File: config.mk
export PLATFORM = sky130hd
export DESIGN_NAME = neuron_net_flat
export DESIGN_NICKNAME = d
export VERILOG_FILES = /design/src/rtl/neuron_pkg.sv /design/src/rtl/neuron_net_if.sv /design/src/rtl/neuron_unit.sv /design/src/rtl/neuron_net.sv /design/src/flat_wrapper.sv
export SDC_FILE = /design/constraint.sdc
export NUM_CORES = 1
export LEC_CHECK = 0
export CORE_AREA = 5 5 42 44
export CTS_BUF_LIST = sky130_fd_sc_hd__clkbuf_8
export DETAILED_ROUTE_END_ITERATION = 6
export DIE_AREA = 0 0 47 49
export GPL_ROUTABILITY_DRIVEN = 0
export PLACE_DENSITY = 0.55
export SKIP_LAST_GASP = 1
export SLEW_MARGIN = 10
export SYNTH_ARGS = -nofsm -noshare
export SYNTH_HDL_FRONTEND = slang
export SYNTH_SLANG_ARGS = --single-unit
File: constraint.sdc
create_clock -name clk -period 5.7 [get_ports clk]
set_input_delay 0.855 -clock clk [delete_from_list [all_inputs] [get_ports clk]]
set_output_delay 0.855 -clock clk [all_outputs]
set_load 0.05 [all_outputs]
File: src/rtl/neuron_pkg.sv
// Shared widths, types and default fixed weights/thresholds for the neuron tile.
package neuron_pkg;

  localparam int WEIGHT_W = 4;
  localparam int SUM_W    = 10;
  localparam int IN_W     = 4;

  typedef logic signed [WEIGHT_W-1:0] weight_t;
  typedef logic signed [SUM_W-1:0]    sum_t;

  // Hidden layer: n1 fires on a large total, n2 fires when x0 exceeds x1.
  localparam weight_t W10 = 4'sd1;
  localparam weight_t W11 = 4'sd1;
  localparam sum_t    T1  = 10'sd4;
  localparam weight_t W20 = 4'sd1;
  localparam weight_t W21 = -4'sd1;
  localparam sum_t    T2  = 10'sd1;

  // Output layer: with these values n3 is the AND of n1 and n2.
  localparam weight_t W30 = 4'sd1;
  localparam weight_t W31 = 4'sd1;
  localparam sum_t    T3  = 10'sd2;

  // Inputs are magnitudes, so they are zero-extended before entering the signed datapath.
  function automatic sum_t widen_input(logic [IN_W-1:0] v);
    return sum_t'(signed'({1'b0, v}));
  endfunction

endpackage

File: src/rtl/neuron_net_if.sv
// Sample inputs and spike outputs of the neuron tile, as seen by the pad wrapper.
interface neuron_net_if;
  import neuron_pkg::*;

  logic [IN_W-1:0] x0;
  logic [IN_W-1:0] x1;
  logic            n1_out;
  logic            n2_out;
  logic            n3_out;
  logic            valid;

  modport master (
    output x0, x1,
    input  n1_out, n2_out, n3_out, valid
  );

  modport slave (
    input  x0, x1,
    output n1_out, n2_out, n3_out, valid
  );

endinterface

File: src/rtl/neuron_unit.sv
// One threshold neuron: two weighted unsigned inputs, signed sum, fire on sum >= T.
module neuron_unit
  import neuron_pkg::*;
#(
  parameter weight_t WA = W10,
  parameter weight_t WB = W11,
  parameter sum_t    T  = T1
) (
  input  logic [IN_W-1:0] a,
  input  logic [IN_W-1:0] b,
  output logic            spike
);

  sum_t sum;

  // NOTE: both outputs are assigned on every pass through always_comb, so no latch can be inferred.
  always_comb begin
    sum   = widen_input(a) * sum_t'(WA) + widen_input(b) * sum_t'(WB);
    spike = (sum >= T);
  end

endmodule

File: src/rtl/neuron_net.sv
// Two-layer fixed-weight threshold network with a two-stage registered pipeline.
module neuron_net
  import neuron_pkg::*;
#(
  parameter weight_t P_W10 = W10,
  parameter weight_t P_W11 = W11,
  parameter sum_t    P_T1  = T1,
  parameter weight_t P_W20 = W20,
  parameter weight_t P_W21 = W21,
  parameter sum_t    P_T2  = T2,
  parameter weight_t P_W30 = W30,
  parameter weight_t P_W31 = W31,
  parameter sum_t    P_T3  = T3
) (
  input  logic        clk,
  input  logic        rst,
  neuron_net_if.slave bus
);

  logic            n1_spike;
  logic            n2_spike;
  logic            n3_spike;
  logic            n1_q;
  logic            n2_q;
  logic            n3_q;
  logic [1:0]      valid_sr;
  logic [IN_W-1:0] h1_ext;
  logic [IN_W-1:0] h2_ext;

  neuron_unit #(.WA(P_W10), .WB(P_W11), .T(P_T1)) u_n1 (
    .a     (bus.x0),
    .b     (bus.x1),
    .spike (n1_spike)
  );

  neuron_unit #(.WA(P_W20), .WB(P_W21), .T(P_T2)) u_n2 (
    .a     (bus.x0),
    .b     (bus.x1),
    .spike (n2_spike)
  );

  // Hidden spikes feed the output neuron as 0/1 magnitudes.
  assign h1_ext = {{(IN_W-1){1'b0}}, n1_q};
  assign h2_ext = {{(IN_W-1){1'b0}}, n2_q};

  neuron_unit #(.WA(P_W30), .WB(P_W31), .T(P_T3)) u_n3 (
    .a     (h1_ext),
    .b     (h2_ext),
    .spike (n3_spike)
  );

  always_ff @(posedge clk) begin
    // NOTE: non-blocking assignments make stage 2 see the pre-edge hidden spikes, giving the 2-clock latency.
    if (rst) begin
      n1_q     <= 1'b0;
      n2_q     <= 1'b0;
      n3_q     <= 1'b0;
      valid_sr <= 2'b00;
    end else begin
      n1_q     <= n1_spike;
      n2_q     <= n2_spike;
      n3_q     <= n3_spike;
      valid_sr <= {valid_sr[0], 1'b1};
    end
  end

  assign bus.n1_out = n1_q;
  assign bus.n2_out = n2_q;
  assign bus.n3_out = n3_q;
  assign bus.valid  = valid_sr[1];

endmodule

File: src/flat_wrapper.sv
// flat-port wrapper written by rule: the top's interface ports become plain ports
module neuron_net_flat import neuron_pkg::*;
#(
  parameter weight_t P_W10 = W10,
  parameter weight_t P_W11 = W11,
  parameter sum_t    P_T1  = T1,
  parameter weight_t P_W20 = W20,
  parameter weight_t P_W21 = W21,
  parameter sum_t    P_T2  = T2,
  parameter weight_t P_W30 = W30,
  parameter weight_t P_W31 = W31,
  parameter sum_t    P_T3  = T3
)
  (clk, rst, bus_x0, bus_x1, bus_n1_out, bus_n2_out, bus_n3_out, bus_valid);
  neuron_net_if bus_i ();
  input  logic clk;
  input  logic rst;
  input wire logic [$bits(bus_i.x0)-1:0] bus_x0;
  input wire logic [$bits(bus_i.x1)-1:0] bus_x1;
  output wire logic [$bits(bus_i.n1_out)-1:0] bus_n1_out;
  output wire logic [$bits(bus_i.n2_out)-1:0] bus_n2_out;
  output wire logic [$bits(bus_i.n3_out)-1:0] bus_n3_out;
  output wire logic [$bits(bus_i.valid)-1:0] bus_valid;
  assign bus_i.x0 = bus_x0;
  assign bus_i.x1 = bus_x1;
  assign bus_n1_out = bus_i.n1_out;
  assign bus_n2_out = bus_i.n2_out;
  assign bus_n3_out = bus_i.n3_out;
  assign bus_valid = bus_i.valid;
  neuron_net #(.P_W10(P_W10), .P_W11(P_W11), .P_T1(P_T1), .P_W20(P_W20), .P_W21(P_W21), .P_T2(P_T2), .P_W30(P_W30), .P_W31(P_W31), .P_T3(P_T3)) u_core (.clk(clk), .rst(rst), .bus(bus_i));
endmodule
==> summary.txt <==
status -> completed
r2r endpoint -> u_core.bus.n3_out
Initial Utilization -> 28.6%
Post-CTS Setup Inserts -> 0
Final ANT Viol Nets -> 0
clock skew -> 0.0000942 ns
sequential area share after synthesis -> 25.0%
I/O Buffers -> 13
die width -> 47 µm
Final Hold Viols -> 0
worst r2r src -> u_core.bus.n2_out
final core utilization -> 42.5%
total CTS buffers -> 3
largest net degree at the start of global routing -> 7
total grt overflow -> 0
Avg Cell Area, Syn -> 10.0 µm²
vias per inst -> 4.47
clock-pin transition on the worst setup and hold timing paths -> 0.03 ns
Synth Cell Area -> 400 µm²
syn_nets -> 61
Detail Placement HPWL -> 602 µm
RSZ-0062 raised after global routing -> no
initial antenna violation count -> 0
# diodes -> 0
first-pass GRT wire length -> 1.13 mm
CTS H-Tree Depth -> 1
cts hold-fix bufs -> 0
Mapped Cells -> 40
fraction of layout cells with a size suffix above 1 -> 5.26%
crit path from -> bus_x1[2]
Clk Tree Root Cell -> clkbuf_8
Vias -> 326
core area -> 1400 µm²
Critical Path Source Type -> input port
minimum clock period -> 2.96 ns
DRT iter0 DRCs -> 2
clk buf depth -> 2
area delta synth->final -> 48.7%
drt first pass iters -> 3
routed wire length -> 680 µm
vias in the first global route -> 313
post-cts sizing count -> 0
Slowest-stage cell, CP -> clkdlybuf4s50_1
Critical Path Max Stage Delay -> 0.48 ns
power per cell area -> 231 nW/µm²
peak supply drop -> 0.0572 mV
die area -> 2300 µm²
fin nets -> 79
filler cell count -> 151
Peak Freq -> 338 MHz
cell count of the worst reg-to-reg path -> 1
height of the die -> 49 µm
Ys Warns -> 0
register area -> 100 µm²
library cells used by synthesis -> 19
area occupied by multi-input gates -> 267 µm²
max_cap viols -> 0
Slew headroom -> 67.1%
Final setup viols -> 0
flops & latches, synth -> 5
I/O pin count -> 14
R2R Setup Slk -> 5.15 ns
Worst-Skew Late Latency -> 0.22 ns
FP Rows -> 14
WL per Instance -> 9.32 µm
crit path cell chain -> clkdlybuf4s50_1, inv_1, ha_1, a21oi_1, and2_1, fa_1, nor4bb_1, o311ai_1, o211a_1
maximum fanout along the worst path -> 6
leakage power -> 0.287 nW
Tcrit/Tclk final -> 51.9%
Slew Limit Fails -> 0
clock sinks -> 5
sum of negative setup slack -> 0 ns
Setup crit end kind -> flop
Hold Crit Class -> reg2reg
CTS tree -> yes
GRT Resource Usage Total -> 6.85%
CP arrival -> 3.06 ns
Critical Path Sink -> u_core.bus.n2_out
WP data required -> 5.81 ns
Setup CP Type -> in2reg
worst slew pin tran -> 0.492 ns
DRC -> 0
-- registers in the layout, indices dropped and copies added, names as in the netlist --
register and cells:
u_core.bus.n1_out 1, u_core.valid_sr 2, u_core.bus.n3_out 1, u_core.bus.n2_out 1
-- cells in the mapped netlist --
cell type  n  share of area [%]
fa_1       3                 15
a21boi_0   1                1.9
nand2b_1   1                1.6
a31oi_1    1                1.6
nor2b_1    1                1.6
nor2_1     1               0.94
nor4bb_1   1                2.5
nand3b_1   1                1.9
and3_1     1                1.6
inv_1      9                8.4
o311ai_1   1                2.2
nor3_1     1                1.2
xnor2_1    1                2.2
dfxtp_1    5                 25
a21oi_1    1                1.2
a22o_1     1                2.2
o211a_1    1                2.5
ha_1       8                 25
and2_1     1                1.6
-- placed cells by master, fill, tap and decap left out --
cell | synthesis | routed
clkdlybuf4s50_1 | 0 | 13
a31oi_1 | 1 | 1
clkbuf_8 | 0 | 3
a21oi_1 | 1 | 1
ha_1 | 8 | 8
and2_1 | 1 | 1
nor4bb_1 | 1 | 1
nor2_1 | 1 | 1
dfxtp_1 | 5 | 5
and3_1 | 1 | 1
fa_1 | 3 | 3
nor2b_1 | 1 | 1
a22o_1 | 1 | 1
nand2b_1 | 1 | 1
nand3b_1 | 1 | 1
xnor2_1 | 1 | 1
nor3_1 | 1 | 1
a21boi_0 | 1 | 1
o211a_1 | 1 | 1
o311ai_1 | 1 | 1
inv_1 | 9 | 10
-- logic make-up after synthesis --
logic type,Yosys count,synth area share (%)
AOI/OAI and AO/OA,6,11.6
xor gates and xnor gates,1,2.19
adders and majority gates,11,40.0
buffers and inverters,9,8.44
DFF,5,25.0
and+or+nand+nor,8,12.8
-- through the flow --
step                instances  setup WS (ns)  instance area, µm²  hold WS, ns  total power [mW]
global route               73           2.66                 596        0.464             0.148
floorplan                  40           3.21                 400        0.414            0.0608
CTS                        73           2.73                 596        0.436             0.141
detailed placement         69           2.53                 551        0.431            0.0757
finish                     73           2.74                 596        0.430             0.138
global placement           69           2.54                 551        0.419            0.0759
-- worst min-delay path by stage --
stage                             from            endpoint  slack, ns  cells past startpoint
CTS                 u_core.valid_sr[0]  u_core.valid_sr[1]       0.44                      1
floorplan           u_core.valid_sr[0]  u_core.valid_sr[1]       0.41                      1
detailed placement  u_core.valid_sr[0]  u_core.valid_sr[1]       0.43                      1
global placement    u_core.valid_sr[0]  u_core.valid_sr[1]       0.42                      1
finish              u_core.valid_sr[0]  u_core.valid_sr[1]       0.43                      1
global route        u_core.valid_sr[0]  u_core.valid_sr[1]       0.46                      1
-- where the power goes --
group | internal [mW] | total (mW) | switching, mW | leakage [nW]
sequential | 0.0375 | 0.0381 | 0.000640 | 0.0416
combinational | 0.0181 | 0.0367 | 0.0186 | 0.219
clock | 0.0461 | 0.0629 | 0.0168 | 0.0269
-- cell type report --
cell class                 instances  share of cell area, %
clock buffer                       3                   6.93
clock inverter                     1                  0.630
sequential                         5                   16.8
tap                               16                   3.36
timing repair buffer              13                   21.8
multi-input combinational         26                   44.7
inverter                           9                   5.67
-- worst max-delay path, delay by kind of cell --
family / cells / cell delay [ns]
AO/OA/AOI/OAI: 3 / 0.40
adder cells (fa/ha/maj): 2 / 0.85
buffers and inverters: 2 / 0.53
AND/OR/NAND/NOR: 2 / 0.43
-- routing by layer --
metal | vias to the layer above | share of wire, % | track usage (%) | wire length, µm
met4 | 0 | 4.0 | 5.53 | 27
met5 | - | 0 | 0 | 0
met2 | 12 | 47 | 10.6 | 322
met3 | 4 | 9.6 | 2.21 | 65
met1 | 143 | 39 | 7.10 | 264
li1 | 167 | - | - | -
(Power assumes the default switching activity.)
